<file path="config.mk">
export PLATFORM = sky130hd
export DESIGN_NAME = bus_cmd_decoder
export DESIGN_NICKNAME = d
export VERILOG_FILES = /design/src/rtl/bus_cmd_pkg.sv /design/src/rtl/bus_cmd_decoder.sv
export SDC_FILE = /design/constraint.sdc
export NUM_CORES = 1
export LEC_CHECK = 0
export ABC_CLOCK_PERIOD_IN_PS = 1500
export BUFFER_PORTS_ARGS = -buffer_cell sky130_fd_sc_hd__buf_2
export CORE_MARGIN = 5
export CORE_UTILIZATION = 50
export CTS_BUF_LIST = sky130_fd_sc_hd__clkbuf_2 sky130_fd_sc_hd__clkbuf_4 sky130_fd_sc_hd__clkbuf_8
export CTS_CLUSTER_DIAMETER = 30
export DETAILED_ROUTE_END_ITERATION = 16
export PLACE_DENSITY_LB_ADDON = 0.2
export SLEW_MARGIN = 20
export SYNTH_ARGS = -nofsm -noshare
export SYNTH_HDL_FRONTEND = slang
export SYNTH_SLANG_ARGS = --single-unit
</file>
<file path="constraint.sdc">
create_clock -name clk -period 1.5 [get_ports clk]
set_input_delay 0.3 -clock clk [delete_from_list [all_inputs] [get_ports clk]]
set_output_delay 0.3 -clock clk [all_outputs]
set_load 0.01 [all_outputs]
</file>
<file path="src/rtl/bus_cmd_pkg.sv">
// Shared opcode constants, state encoding and width defaults for bus_cmd_decoder.
package bus_cmd_pkg;

    localparam int BUS_ADDR_W = 17;
    localparam int BUS_DATA_W = 8;

    localparam logic [7:0] OP_WRITE      = 8'h80;
    localparam logic [7:0] OP_READ       = 8'hC0;
    localparam logic [7:0] OP_WRITE_NEXT = 8'hA0;
    localparam logic [7:0] OP_READ_NEXT  = 8'hE0;
    localparam logic [7:0] OP_A16_MASK   = 8'h01;

    typedef enum logic [2:0] {
        ST_IDLE,
        ST_ADDR_HI,
        ST_ADDR_LO,
        ST_DATA,
        ST_ISSUE,
        ST_DRAIN
    } state_t;

    // Opcode with the A16 bit cleared, for comparison against the OP_* constants.
    function automatic logic [7:0] op_base(input logic [7:0] b);
        return b & ~OP_A16_MASK;
    endfunction

endpackage

</file>
<file path="src/rtl/bus_cmd_decoder.sv">
// MCU command byte stream -> single 17-bit bus read/write request, read data returned as a tx byte.
// Optional: define BUS_CMD_AUTOINC_EN to enable WRITE_NEXT (0xA0) / READ_NEXT (0xE0).
//
// state    | meaning
// IDLE     | waiting for an opcode byte
// ADDR_HI  | waiting for address bits [15:8]
// ADDR_LO  | waiting for address bits [7:0] (last byte of a READ)
// DATA     | waiting for write data
// ISSUE    | request outstanding, outputs frozen until done
// DRAIN    | bad opcode, ignore bytes until frame drops
module bus_cmd_decoder
    import bus_cmd_pkg::*;
#(
    parameter int ADDR_W = BUS_ADDR_W,
    parameter int DATA_W = BUS_DATA_W
) (
    input  logic              clk,
    input  logic              reset_n,
    input  logic              frame,
    input  logic              rx_valid,
    input  logic [DATA_W-1:0] rx_data,
    output logic [ADDR_W-1:0] bus_addr,
    output logic [DATA_W-1:0] bus_wdata,
    output logic              bus_rw_b,
    output logic              pending,
    input  logic              done,
    input  logic [DATA_W-1:0] bus_rdata,
    output logic [DATA_W-1:0] tx_data,
    output logic              tx_valid,
    output logic              overrun
);

    state_t            state_q;
    logic              is_rd_q;
    logic              a16_q;
    logic [7:0]        addr_hi_q;
    logic [7:0]        addr_lo_q;
    logic [ADDR_W-1:0] bus_addr_q;
    logic [DATA_W-1:0] bus_wdata_q;
    logic              bus_rw_b_q;
    logic              pending_q;
    logic [DATA_W-1:0] tx_data_q;
    logic              tx_valid_q;
    logic              overrun_q;

    logic              rx_ok;
    logic              issue_d;
    logic              issue_rd_d;
    logic [ADDR_W-1:0] cmd_addr_d;

`ifdef BUS_CMD_AUTOINC_EN
    logic              use_next_q;
    logic [ADDR_W-1:0] last_addr_q;
`endif

    assign rx_ok = rx_valid & frame;

    // Address of the request about to issue; the last READ byte is taken straight off rx_data.
    always_comb begin
        cmd_addr_d = {a16_q, addr_hi_q, (state_q == ST_ADDR_LO) ? rx_data : addr_lo_q};
`ifdef BUS_CMD_AUTOINC_EN
        if (use_next_q || state_q == ST_IDLE)
            cmd_addr_d = last_addr_q + 1'b1;
`endif
    end

    always_comb begin
        issue_d    = 1'b0;
        issue_rd_d = 1'b0;
        if (rx_ok) begin
            case (state_q)
                ST_ADDR_LO: begin
                    issue_d    = is_rd_q;
                    issue_rd_d = is_rd_q;
                end
                ST_DATA: issue_d = 1'b1;
`ifdef BUS_CMD_AUTOINC_EN
                ST_IDLE: begin
                    issue_d    = (op_base(rx_data) == OP_READ_NEXT);
                    issue_rd_d = (op_base(rx_data) == OP_READ_NEXT);
                end
`endif
                default: ;
            endcase
        end
    end

    always_ff @(posedge clk or negedge reset_n) begin
        if (!reset_n) begin
            state_q     <= ST_IDLE;
            is_rd_q     <= 1'b0;
            a16_q       <= 1'b0;
            addr_hi_q   <= '0;
            addr_lo_q   <= '0;
            bus_addr_q  <= '0;
            bus_wdata_q <= '0;
            bus_rw_b_q  <= 1'b1;
            pending_q   <= 1'b0;
            tx_data_q   <= '0;
            tx_valid_q  <= 1'b0;
            overrun_q   <= 1'b0;
`ifdef BUS_CMD_AUTOINC_EN
            use_next_q  <= 1'b0;
            last_addr_q <= '1;
`endif
        end else begin
            tx_valid_q <= 1'b0;
            overrun_q  <= 1'b0;
            case (state_q)
                ST_IDLE: begin
                    if (rx_ok) begin
                        a16_q <= rx_data[0];
`ifdef BUS_CMD_AUTOINC_EN
                        use_next_q <= 1'b0;
`endif
                        if (op_base(rx_data) == OP_WRITE) begin
                            is_rd_q <= 1'b0;
                            state_q <= ST_ADDR_HI;
                        end else if (op_base(rx_data) == OP_READ) begin
                            is_rd_q <= 1'b1;
                            state_q <= ST_ADDR_HI;
`ifdef BUS_CMD_AUTOINC_EN
                        end else if (op_base(rx_data) == OP_WRITE_NEXT) begin
                            is_rd_q    <= 1'b0;
                            use_next_q <= 1'b1;
                            state_q    <= ST_DATA;
                        end else if (op_base(rx_data) == OP_READ_NEXT) begin
                            is_rd_q <= 1'b1;
`else
                        end else if (op_base(rx_data) == OP_WRITE_NEXT ||
                                     op_base(rx_data) == OP_READ_NEXT) begin
                            state_q <= ST_DRAIN;
`endif
                        end else begin
                            state_q <= ST_DRAIN;
                        end
                    end
                end
                ST_ADDR_HI: begin
                    if (!frame) begin
                        state_q <= ST_IDLE;
                    end else if (rx_valid) begin
                        addr_hi_q <= rx_data;
                        state_q   <= ST_ADDR_LO;
                    end
                end
                ST_ADDR_LO: begin
                    if (!frame) begin
                        state_q <= ST_IDLE;
                    end else if (rx_valid) begin
                        addr_lo_q <= rx_data;
                        if (!is_rd_q)
                            state_q <= ST_DATA;
                    end
                end
                ST_DATA: begin
                    if (!frame)
                        state_q <= ST_IDLE;
                end
                ST_ISSUE: begin
                    // frame dropping here does not abort: the sync stage is already committed
                    if (done) begin
                        pending_q <= 1'b0;
                        state_q   <= ST_IDLE;
                        if (bus_rw_b_q) begin
                            tx_data_q  <= bus_rdata;
                            tx_valid_q <= 1'b1;
                        end
                    end
                    if (rx_ok)
                        overrun_q <= 1'b1;
                end
                ST_DRAIN: begin
                    if (!frame)
                        state_q <= ST_IDLE;
                end
                default: state_q <= ST_IDLE;
            endcase

            if (issue_d) begin
                bus_addr_q <= cmd_addr_d;
                bus_rw_b_q <= issue_rd_d;
                if (!issue_rd_d)
                    bus_wdata_q <= rx_data;
                pending_q  <= 1'b1;
                state_q    <= ST_ISSUE;
`ifdef BUS_CMD_AUTOINC_EN
                last_addr_q <= cmd_addr_d;
`endif
            end
        end
    end

    assign bus_addr  = bus_addr_q;
    assign bus_wdata = bus_wdata_q;
    assign bus_rw_b  = bus_rw_b_q;
    assign pending   = pending_q;
    assign tx_data   = tx_data_q;
    assign tx_valid  = tx_valid_q;
    assign overrun   = overrun_q;

endmodule
</file>
==> results_dict.tcl <==
set metrics [dict create \
    status "complete, but fails checks" \
    violations "negative setup slack" \
    crit_chain "buf_6 -> nor3b_4 -> nor2b_4 -> buf_6 -> mux2_2" \
    synth_area_um2 2400 \
    clkLatencyLatePin_ps 330 \
    clkTransAtPathRegs_ps 60 \
    swShare_pct 29.3 \
    syn-num-nets 188 \
    clock.fmax_mhz 631 \
    portBuffers 57 \
    grt_use_met3_pct 3.97 \
    grt_pass1_wl_mm 9.20 \
    powerDensity_nw_per_um2 1430 \
    drt-pass1-iter-count 4 \
    arrival_ps 1790 \
    area_delta_synth_final_pct 37.1 \
    ios 58 \
    antenna_cells 0 \
    p_seq_share_pct 45.5 \
    critPathCaptureType "register" \
    maxSlewHeadroom_pct 72.9 \
    dp.cells 298 \
    wl_mm 5.99 \
    finalHoldViolCount 0 \
    clock-sinks 58 \
    routabilityCongestion 0.848 \
    hpwl_mm 3.90 \
    reg2reg_from "state_q[2]$_DFFE_PN0P_" \
    place_ws_ps -204 \
    setup_violations 29 \
    numCtsBuffers 9 \
    grt_max_degree 59 \
    fin_cells 324 \
    wl_per_cell_um 18.5 \
    synth_top_area_share_pct 59.3 \
    critPathLaunchType "register" \
    min_delay_path_depth 2 \
    antenna_found_initial 0 \
    tightest_slew_ps 405 \
    clkPwrFrac_pct 26.7 \
    crit_type "reg2reg" \
    fillCellCount 328 \
    drv_slew 0 \
    crit_fanout 7 \
    r2r-end "addr_lo_q[7]$_DFFE_PN0P_" \
    synth.distinct_cells 30 \
    die-area_um2 6290 \
    min_path_type "in2reg" \
    synth_top_area_cell "dfrtp_1" \
    rsz0062_at_grt "yes" \
    total_power_mw 4.72 \
    final_nets 287 \
    drt_iter0_markers 128 \
    core_area_um2 4690 \
    cts_root_buffer "clkbuf_8" \
    synthCells 167 \
    ys_seq_area_share_pct 60.4 \
    setup_slack_ps -85.6 \
    comb_power_share_pct 27.8 \
    cpMostUsedCell "buf_6" \
    dieHeight_um 79.3 \
    finClkSkew_ps 9.09 \
    hp-start "bus_rdata[3]" \
    r2r_cells 5 \
    maxCapViolCount 0 \
    holdWs_ps 201 \
    grt_pass1_vias 1889 \
    cts_tree "built" \
    fin_crit_ps 1590 \
    period_share_pct 106 \
    drc 0 \
    required_ps 1710 \
    yosys_warnings 0 \
    initial_core_util_pct 51.2 \
    routed-via-count 1771 \
    met1_usage_pct 22.9 \
    placementRows 25 \
    use_met2_pct 33.4 \
    cpPeakStageDelay_ps 430 \
    cts_buffer_depth 2 \
    hold_end "tx_data[3]$_DFFE_PN0P_" \
    ir_drop_mv 0.879 \
    final_antenna_net_count 0 \
    die_w_um 79.3 \
    synth_area_per_cell_um2 14.4 \
    vias_per_cell 5.47 \
    grt_usage_pct 19.4 \
    grt.busiest_layer "met2" \
    power_switching_mw 1.38 \
    synthTopCellsByArea "dfrtp_1 (59%), mux2_2 (21%), mux2i_1 (3.3%), nand2_1 (2.2%), o21ai_0 (2.1%)" \
    crit_slowest_cell "dfrtp_1" \
    power_leakage_nw 1.74 \
    r2r_setup_slack_ps -90 \
    grt_overflow 0 \
    drive_above_1_share_pct 62.6 \
    final_core_util_pct 70.2 \
    htree_num_levels 3 \
    ys_ff_latch 58 \
    intPower_mw 3.34 \
]
cells in the final DEF, fill, tap and decap left out, drive strengths merged, types with 2 or more instances in the layout:
cell	synthesis	layout
o21ai	10	10
nor2b	2	2
inv	2	2
mux2i	8	8
clkinv	0	3
buf	8	93
nor3b	2	2
nor3	2	2
clkbuf	0	12
mux2	45	45
o211ai	1	3
nor2	2	2
dfrtp	57	57
nand3	3	3
nand2	14	14
worst max-delay path: cells and delay by family (launching register included):
family	cells	cell delay [ps]
DFF	1	430
and+or+nand+nor	2	420
muxes	1	330
buffers and inverters	2	290
per-layer routing:
metal | part of all wire [%] | wire length, um
met2 | 52 | 3140
met3 | 5.6 | 333
met5 | 0 | 0
met1 | 41 | 2430
met4 | 1.4 | 82
power groups by stage:
| stage | sequential [mW] | clock (mW) | combinational (mW) |
|---|---|---|---|
| finish | 2.15 | 1.26 | 1.31 |
| global placement | 2.12 | 0 | 1.07 |
| detailed placement | 2.15 | 0 | 1.12 |
| floorplan | 2.14 | 0 | 0.642 |
| global route | 2.19 | 1.35 | 1.41 |
| CTS | 2.14 | 1.28 | 1.18 |
cell usage after synthesis, drive strengths merged:
cell      n
dfrtp    57
mux2     45
nand2    14
o21ai    10
buf       8
mux2i     8
nand3     3
inv       2
nor2      2
nor2b     2
nor3      2
nor3b     2
a21oi     1
a22o      1
a2bb2oi   1
and3b     1
dfstp     1
nand2b    1
nand4     1
o211a     1
o211ai    1
o221ai    1
o41ai     1
or4b      1
cell families after synthesis:
family,share of synthesized area [%]
flops,60.4
mux,24.6
simple gates,7.13
compound gates,5.05
buf+inv,2.81
flip-flops by register name (all words and copies together) (netlist names):
name / count
is_rd_q: 1
addr_lo_q: 8
bus_rw_b: 1
a16_q: 1
state_q: 3
pending: 1
bus_wdata: 8
tx_data: 8
tx_valid: 1
addr_hi_q: 8
overrun: 1
bus_addr: 17
per-stage QoR:
step           TNS, ps  area (um2)
2_1_floorplan     -809        2410
3_3_place_gp      -491        2920
3_5_place_dp     -1440        2920
4_1_cts          -42.4        3160
5_1_grt          -2800        3300
6_report         -1180        3300
how the worst max path moves through the flow:
stage / from / end / slack [ps] / cells after the start
after floorplan: state_q[0]$_DFFE_PN0P_ / addr_lo_q[0]$_DFFE_PN0P_ / -70 / 6
after global placement: rx_data[3] / is_rd_q$_DFFE_PN0P_ / -160 / 5
after detailed placement: rx_data[3] / is_rd_q$_DFFE_PN0P_ / -200 / 5
after CTS: state_q[2]$_DFFE_PN0P_ / addr_lo_q[7]$_DFFE_PN0P_ / -10 / 5
after global routing: state_q[2]$_DFFE_PN0P_ / addr_lo_q[7]$_DFFE_PN0P_ / -140 / 5
final: state_q[2]$_DFFE_PN0P_ / addr_lo_q[7]$_DFFE_PN0P_ / -90 / 5
final cells by class:
class                      instances  area [um2]  area share [%]
clock inverter                     3        15.0           0.456
tap                               54        67.6            2.05
multi-input combinational        101         973            29.5
clock buffer                      12         159            4.82
sequential                        58        1460            44.2
timing repair buffer              94         618            18.8
inverter                           2        7.51           0.228
timing repair:
item | in CTS | in global routing
gates cloned | 1 | 2
pin swaps | 2 | 3
setup buffers | 1 | 6
hold buffers | 1 | 0
endpoints found under the hold margin | 57 | 0
resized for setup | 10 | 16
setup endpoints to repair | 30 | 41
(Power assumes the default switching activity.)
